<file path="src/rtl/alien_shot_scheduler.sv">
// alien_shot_scheduler
//   Schedules alien return fire. Owns a fixed pool of enemy bullet slots,
//   picks the next living column round-robin, enforces a frame cooldown
//   between shots, moves active bullets downward each frame and retires
//   them on a hit or once they would pass the last visible row.
//
// Ports
//   Reset         async, active-high; clears all state
//   frame_clk     frame-rate clock, all updates on its rising edge
//   game_active   high while a wave is in play
//   col_alive     bit c high = column c has at least one living alien
//   col_bottom_Y  flattened, [10c+9:10c] = Y of lowest living alien in column c
//   swarm_X       X of column 0 origin
//   slot_hit      bit s high = slot s collided this frame
//   slot_active   bit s high = slot s bullet on screen
//   slot_X        flattened X per slot
//   slot_Y        flattened Y per slot
//   fire_pulse    one-frame pulse when a shot launches
//   fire_col      column chosen for the launch (valid with fire_pulse)
module alien_shot_scheduler #(
   parameter int NUM_COLS  = 11,
   parameter int NUM_SLOTS = 3,
   parameter int COOLDOWN  = 32,
   parameter int COL_PITCH = 32,
   parameter int X_OFFSET  = 8,
   parameter int Y_STEP    = 2,
   parameter int Y_LIMIT   = 479
) (
   input  logic                      Reset,
   input  logic                      frame_clk,
   input  logic                      game_active,
   input  logic [NUM_COLS-1:0]       col_alive,
   input  logic [10*NUM_COLS-1:0]    col_bottom_Y,
   input  logic [9:0]                swarm_X,
   input  logic [NUM_SLOTS-1:0]      slot_hit,
   output logic [NUM_SLOTS-1:0]      slot_active,
   output logic [10*NUM_SLOTS-1:0]   slot_X,
   output logic [10*NUM_SLOTS-1:0]   slot_Y,
   output logic                      fire_pulse,
   output logic [3:0]                fire_col
);

   localparam int              CW        = $clog2(COOLDOWN + 1);
   localparam logic [CW-1:0]   CD_LOAD   = CW'(COOLDOWN);
   localparam logic [4:0]      NC5       = 5'(NUM_COLS);
   localparam logic [3:0]      LAST_INIT = 4'(NUM_COLS - 1);
   localparam logic [9:0]      PITCH10   = 10'(COL_PITCH);
   localparam logic [9:0]      XOFF10    = 10'(X_OFFSET);
   localparam logic [9:0]      YSTEP10   = 10'(Y_STEP);
   localparam logic [10:0]     YLIM11    = 11'(Y_LIMIT);

   typedef enum logic [1:0] {
      IDLE,
      COOLING,
      ARMED
   } state_t;

   state_t             state;
   logic [CW-1:0]      cd_cnt;
   logic [3:0]         last_col;

   logic [NUM_SLOTS-1:0]   free_v;
   logic [NUM_SLOTS-1:0]   first_free;
   logic                   have_free;
   logic [2*NUM_COLS-1:0]  alive_dbl;
   logic [NUM_COLS-1:0]    alive_rot;
   logic [4:0]             pick_sum;
   logic [3:0]             pick_col;
   logic                   have_col;
   logic                   fire_go;
   logic [9:0]             launch_X;
   logic [9:0]             launch_Y;

   // Free slots are judged on the registered flags, so a slot retiring on
   // this edge is not reusable until the next one. x & (~x + 1) keeps only
   // the lowest set bit, i.e. the lowest-index free slot.
   always_comb begin
      free_v     = ~slot_active;
      first_free = free_v & (~free_v + NUM_SLOTS'(1));
      have_free  = |free_v;
   end

   // Round-robin column pick: rotate the alive mask so bit 0 is the column
   // after last_col, take the lowest set bit, then map back modulo NUM_COLS.
   always_comb begin
      alive_dbl = {col_alive, col_alive};
      alive_rot = NUM_COLS'(alive_dbl >> ({1'b0, last_col} + 5'd1));
      have_col  = |col_alive;
      pick_sum  = '0;
      for (int unsigned i = NUM_COLS; i > 0; i--) begin
         if (alive_rot[i-1]) begin
            pick_sum = {1'b0, last_col} + 5'd1 + 5'(i - 1);
         end
      end
      pick_col = (pick_sum >= NC5) ? 4'(pick_sum - NC5) : 4'(pick_sum);

      launch_Y = '0;
      for (int unsigned c = 0; c < NUM_COLS; c++) begin
         if (pick_col == 4'(c)) begin
            launch_Y = col_bottom_Y[10*c +: 10];
         end
      end
      launch_X = swarm_X + 10'(pick_col) * PITCH10 + XOFF10;
   end

   assign fire_go = (state == ARMED) && game_active && have_free && have_col;

   always_ff @(posedge frame_clk or posedge Reset) begin
      if (Reset) begin
         state       <= IDLE;
         cd_cnt      <= CD_LOAD;
         last_col    <= LAST_INIT;
         slot_active <= '0;
         slot_X      <= '0;
         slot_Y      <= '0;
         fire_pulse  <= 1'b0;
         fire_col    <= '0;
      end else if (!game_active) begin
         state       <= IDLE;
         cd_cnt      <= CD_LOAD;
         slot_active <= '0;
         slot_X      <= '0;
         slot_Y      <= '0;
         fire_pulse  <= 1'b0;
      end else begin
         fire_pulse <= fire_go;

         // A slot being loaded does not move this edge; hit takes priority
         // over motion, and the floor test is done in 11 bits to avoid wrap.
         for (int unsigned s = 0; s < NUM_SLOTS; s++) begin
            if (fire_go && first_free[s]) begin
               slot_active[s]       <= 1'b1;
               slot_X[10*s +: 10]   <= launch_X;
               slot_Y[10*s +: 10]   <= launch_Y;
            end else if (slot_active[s]) begin
               if (slot_hit[s] ||
                   (({1'b0, slot_Y[10*s +: 10]} + {1'b0, YSTEP10}) > YLIM11)) begin
                  slot_active[s] <= 1'b0;
               end else begin
                  slot_Y[10*s +: 10] <= slot_Y[10*s +: 10] + YSTEP10;
               end
            end
         end

         case (state)
            IDLE: begin
               state <= COOLING;
            end
            COOLING: begin
               cd_cnt <= cd_cnt - CW'(1);
               if (cd_cnt == CW'(1)) begin
                  state <= ARMED;
               end
            end
            ARMED: begin
               if (fire_go) begin
                  fire_col <= pick_col;
                  last_col <= pick_col;
                  cd_cnt   <= CD_LOAD;
                  state    <= COOLING;
               end
            end
            default: begin
               state <= IDLE;
            end
         endcase
      end
   end

endmodule
</file>
<file path="config.mk">
export PLATFORM = sky130hd
export DESIGN_NAME = alien_shot_scheduler
export DESIGN_NICKNAME = d
export VERILOG_FILES = /design/src/rtl/alien_shot_scheduler.sv
export SDC_FILE = /design/constraint.sdc
export NUM_CORES = 1
export LEC_CHECK = 0
export CAP_MARGIN = 20
export CORE_ASPECT_RATIO = 1.5
export CORE_MARGIN = 3
export CORE_UTILIZATION = 36
export CTS_CLUSTER_DIAMETER = 40
export CTS_CLUSTER_SIZE = 25
export DETAILED_ROUTE_END_ITERATION = 16
export PLACE_DENSITY = 0.72
export SLEW_MARGIN = 20
export SYNTH_ARGS = -nofsm -noshare
export SYNTH_HDL_FRONTEND = slang
export SYNTH_SLANG_ARGS = --single-unit
</file>
<file path="constraint.sdc">
create_clock -name frame_clk -period 15 [get_ports frame_clk]
set_clock_uncertainty 0.15 [all_clocks]
set_input_delay 1.5 -clock frame_clk [delete_from_list [all_inputs] [get_ports frame_clk]]
set_output_delay 1.5 -clock frame_clk [all_outputs]
set_load 0.05 [all_outputs]
</file>
### Word-level counts from Yosys, hierarchy flattened

Cells that the tools add are included.

* memory bits (read-only): 0
* output and inout port bits: 68
* memories: 0
* memory bits (writable): 0
* input bits: 137
* word-level logic and storage cells: 141
* latch bits: 0
* register bits: 80

* eq/ne operators: 25
* magnitude comparators: 4
* bitwise operators: 3
* $mul: 0
* shifts and indexed selects: 1
* reduce and logical (&&, ||, !) cells: 19
* mux-type cells: 55
* divide/modulo/power cells: 0
* $add $sub $neg: 22

Operator list (count)
* $mux W10: 23
* $mux W30: 2
* $mux W5: 11
* $add A10 B2 Y11 const B: 3
* $gt A11 B9 Y1 const B: 3
* $add A10 B2 Y10 const B: 3
* $shr A22 B5 Y11: 1
* $add A5 B3 Y5 const B: 4
* $eq A4 B3 Y1 const B: 4
* $add A5 B4 Y5 const B: 3
* $ne A3 B3 Y1 const B: 5
* $eq A4 B4 Y1 const B: 3
* $mux W6: 2
* $ne A3 B1 Y1 const B: 4
* $pmux W6 S2: 1
* $reduce_or A11 Y1: 1
* $add A10 B4 Y10 const B: 1
* $add A10 B9 Y10: 1
* $add A5 B2 Y5 const B: 2
* $mux W1: 10
* $reduce_and A2 Y1: 5
* $eq A4 B2 Y1 const B: 2
* $eq A6 B1 Y1 const B: 1
* $logic_and A1 B1 Y1: 6
* 21 further kinds: 28

### Longest topological paths before layout

* depth after elaboration: 29
* mapped depth: 27
* depth with buffers taken out: 21

### Worst setup path after synthesis

No wires, ideal clock.

* path type: input-to-reg
* from: input col_alive[5]
* to: register slot_Y[10]
* setup time: 0.132 ns
* data required time: 14.718 ns
* buffers on the path: 3
* cell stages on the path: 21
* path slack: 9.028 ns
* arrival time: 5.690 ns
* cell sequence: mux4_2 mux2_2 nor2_2 nor2_1 a311o_1 a221o_1 and2_4 inv_2 buf_2 ha_1 nor2_1 and2_1 buf_2 a21oi_4 o21a_1 buf_2 mux2_1 nand3_1 a32oi_1 o41ai_2 o21ai_1

* longest elaborated chain between the ends: 28
* elaborated cells on any way between the ends: 45
* classes of those cells: add/sub: 1; order compare: 1; eq/ne: 12; shift: 1; mux: 25; reduce/logical: 5

RTL lines
* start: declaration: line 32 `input logic [NUM_COLS-1:0] col_alive,`
* $shr A22 B5 Y11: line 87 `alive_rot = NUM_COLS'(alive_dbl >> ({1'b0, last_col} + 5'd1));`
* $mux W5 (11 in series): line 91 `if (alive_rot[i-1]) begin`
* $sub A4 B4 Y4 / $ge A5 B4 Y1 (equally long branches): line 95 `pick_col = (pick_sum >= NC5) ? 4'(pick_sum - NC5) : 4'(pick_sum);`
* $mux W4: line 95
* $logic_not A4 Y1: line 99 `if (pick_col == 4'(c)) begin`
* $mux W10 (11 in series): line 99
* $mux W10: line 131 `if (fire_go && first_free[s]) begin`
* $mux W30: line 118 `end else if (!game_active) begin`
* end signal: indexed assignment: line 134 `slot_Y[10*s +: 10] <= launch_Y;`
* end signal: indexed assignment: line 140 `slot_Y[10*s +: 10] <= slot_Y[10*s +: 10] + YSTEP10;`
* end: declaration: line 38 `output logic [10*NUM_SLOTS-1:0] slot_Y,`

Several ways; a longest one is shown, not always the timed one.
A chain may end at the register's enable or synchronous reset.

### Worst setup path in the final report

* from: input col_alive[5]
* to: register slot_Y[16]

The elaborated chain is that of the path after synthesis.

==> flow_summary.yaml <==
synth:
  synthArstFlopShare_pct: 100
  yosysWarnings: 0
  synth-compound-area-share_pct: 32.3
  synth_area_per_cell_sq_um: 7.96
  synth_cells: 1047
  synthMuxAreaShare_pct: 7.85
  synth_area_leader_cell: "dfrtp_1"
  synth_flop_cell: "dfrtp_1"
  synth-edff-count: 0
  synth_common_cells: "nand3_1 (83), nor2_1 (82), dfrtp_1 (75), nand2_1 (75), a21oi_1 (55)"
  netlist_area_sq_um: 8340
  synth_xor_area_share_pct: 4.82
  synth_top_area_share_pct: 22.5
  yosys-top-cells-area: "dfrtp_1 (23%), nand3_1 (5.0%), xnor2_1 (4.0%), nor2_1 (3.7%), ha_1 (3.5%)"
  synth_top_family_by_area: "compound AO/OA/AOI/OAI gates"
  synth-adder-area-share_pct: 3.81
  synthSimpleGateAreaFrac_pct: 21.5
  synth_nets: 1207
  yosysMostFrequentCell: "nand3_1"
  synth-seq-cells: 78
  synth_cell_types: 105
  ys_seq_area_share_pct: 23.5
worst_setup_path:
  arrival_ns: 7.90
  worstPathMaxFanout: 16
  reg2regPathDepth: 17
  critPathSlowestCell: "o22ai_1"
  reg2reg_slack_ns: 7.66
  startpoint_type: "input pin"
  crit_path_end_kind: "register"
  max_stage_delay_ns: 0.89
  r2r-start: "last_col[1]$_DFFE_PP1P_"
  critPathKind: "in2reg"
  cp.required_ns: 15.04
  r2r-end: "slot_Y[16]$_DFFE_PP0P_"
  path_cells: "clkdlybuf4s50_1 -> mux2_2 -> a22o_1 -> nor2_1 -> a211oi_1 -> a311oi_1 -> o221ai_1 -> a21oi_4 -> inv_2 -> ha_1 -> nor2_1 -> and2_1 -> o21ai_0 -> o22ai_1 -> o21ai_0 -> o221a_2 -> o31ai_1 -> o22ai_1"
clock_network:
  cts_resized: 0
  ctsHoldBuffers: 0
  cts_setup_buffers: 0
  root_buffer: "clkbuf_16"
  cts_buffer_depth: 2
  htree_levels: 3
  cts_sinks: 78
  path_clk_slew_ns: 0.06
  cts_tree: "yes"
  numCtsBuffers: 9
  clk_latency_ns: 0.34
grt:
  antenna_found_initial: 0
  grt_usage_pct: 25.6
  grt-ovfl-total: 0
  grt_max_degree: 79
  grt_pass1_wl_microns: 50600
  grt_pass1_vias: 9112
floorplanning:
  num_io_pins: 205
  die_h_microns: 192
  die_x_microns: 130
  dieArea_sq_um: 25100
  coreArea_sq_um: 22600
  start_util_pct: 37.0
  fp-row-count: 67
sta:
  final_hold_viol_count: 0
  min_period_over_period_pct: 52.4
  worstMarginPinSlew_ns: 1.11
  rsz0062_at_grt: "no"
  finalSetupViolCount: 0
  tns_ns: 0
  period_needed_ns: 7.86
  fmax_mhz: 127
  drv_slew: 0
  slew-limit-headroom_pct: 25.9
layout:
  drive_above_1_share_pct: 9.32
  nNetsFinal: 1358
  n_antenna_cell: 0
  fin_cells: 1478
  utilization_pct: 47.5
  syn2layout_area_growth_pct: 28.6
detailed_routing:
  wl_microns: 32700
  drt.antenna.violating_nets: 0
  drtPass1Iterations: 5
  drtIter0Drc: 788
  vias: 9346
  viasPerCell: 6.32
  wl_per_cell_microns: 22.2
  drc: 0
min_path:
  hold_class: "reg2reg"
  hold_path_depth: 2
  worst_hold_path.endpoint: "slot_X[20]$_DFFE_PP0P_"
  hp-start: "slot_X[20]$_DFFE_PP0P_"
placed_design:
  dp.cells: 1463
  place_congestion: 0.973
  port_buffers: 204
  hpwlAfterDp_microns: 25200
pwr:
  power_density_nw_per_um2: 225
  p_leak_nw: 4.07
  ir_drop_mv: 0.203
flow_run:
  max-cap-violations: 0
run_status:
  outcome: "finished, final reports clean"
==> worst max-delay path, delay by kind of cell <==
| family | cells | cell delay (ns) |
|---|---|---|
| compound gates | 11 | 3.74 |
| simple gates | 3 | 1.20 |
| buf+inv | 2 | 0.74 |
| mux | 1 | 0.37 |
| fa+ha+maj | 1 | 0.33 |
==> routing by layer <==
| metal | wire length (microns) | part of all wire (%) | track usage [%] |
|---|---|---|---|
| met5 | 0 | 0 | 0 |
| met4 | 1780 | 5.4 | 13.5 |
| met3 | 2110 | 6.5 | 3.90 |
| met2 | 17000 | 52 | 45.5 |
| met1 | 11900 | 36 | 29.0 |
==> per-stage QoR <==
| step | power [mW] | hold WS [ns] | setup slack (ns) | instance area [sq um] |
|---|---|---|---|---|
| 5_1_grt | 2.56 | 0.374 | 6.72 | 10700 |
| 3_3_place_gp | 2.18 | 0.330 | 7.19 | 10500 |
| 3_5_place_dp | 2.18 | 0.341 | 7.03 | 10500 |
| 4_1_cts | 2.39 | 0.353 | 7.35 | 10700 |
| 2_1_floorplan | 1.66 | 0.379 | 9.03 | 8340 |
| 6_report | 2.41 | 0.345 | 7.14 | 10700 |
==> power by group <==
group	internal [mW]	switching, mW
Clock	0.116	0.0811
Sequential	0.218	0.0200
Combinational	0.680	1.30
Total	1.01	1.40
==> registers in the layout, indices dropped and copies added (netlist names) <==
register,flops
slot_X,30
slot_Y,30
cd_cnt,6
fire_col,4
slot_active,3
last_col,2
state,2
fire_pulse,1
==> worst max path at each step <==
stage                  from                endpoint  cells past startpoint
3_5_place_dp   col_alive[5]   slot_Y[6]$_DFFE_PP0P_                     19
5_1_grt        col_alive[5]  slot_Y[16]$_DFFE_PP0P_                     18
3_3_place_gp   col_alive[5]  slot_Y[16]$_DFFE_PP0P_                     19
2_1_floorplan  col_alive[5]  slot_Y[10]$_DFFE_PP0P_                     21
6_report       col_alive[5]  slot_Y[16]$_DFFE_PP0P_                     18
4_1_cts        col_alive[5]  slot_Y[16]$_DFFE_PP0P_                     19
==> layout make-up <==
| class | instances | area (sq um) |
|---|---|---|
| clock buffers | 12 | 246 |
| inverters | 44 | 166 |
| repair buffers | 215 | 2120 |
| fillers | 2172 | 11800 |
| clock inverters | 3 | 21.3 |
| flip-flops and latches | 78 | 1960 |
| multi-input cells | 850 | 5860 |
| well taps | 276 | 345 |
==> cells in the final DEF (no fill, tap or decap), drive strengths merged, types with 7 or more instances in the layout <==
cell / instances
clkdlybuf4s50: 203
nor2: 86
o21ai: 86
nand3: 83
nand2: 75
dfrtp: 75
a21oi: 59
inv: 42
xnor2: 39
o22ai: 26
mux2i: 24
ha: 23
nor3: 23
a211oi: 20
nand4: 18
a31oi: 18
mux2: 17
a32oi: 15
o211ai: 13
and2: 13
buf: 12
clkbuf: 12
or2: 11
o221ai: 10
mux4: 9
a21o: 9
nor4: 9
a211o: 8
nand2b: 8
o211a: 8
and3: 7
o22a: 7
o21a: 7
==> cell families after synthesis <==
logic type	count (synthesis)
compound gates	371
simple gates	358
buf+inv	119
flops	78
mux	50
xor+xnor	45
fa+ha+maj	26
(Power assumes the default switching activity.)
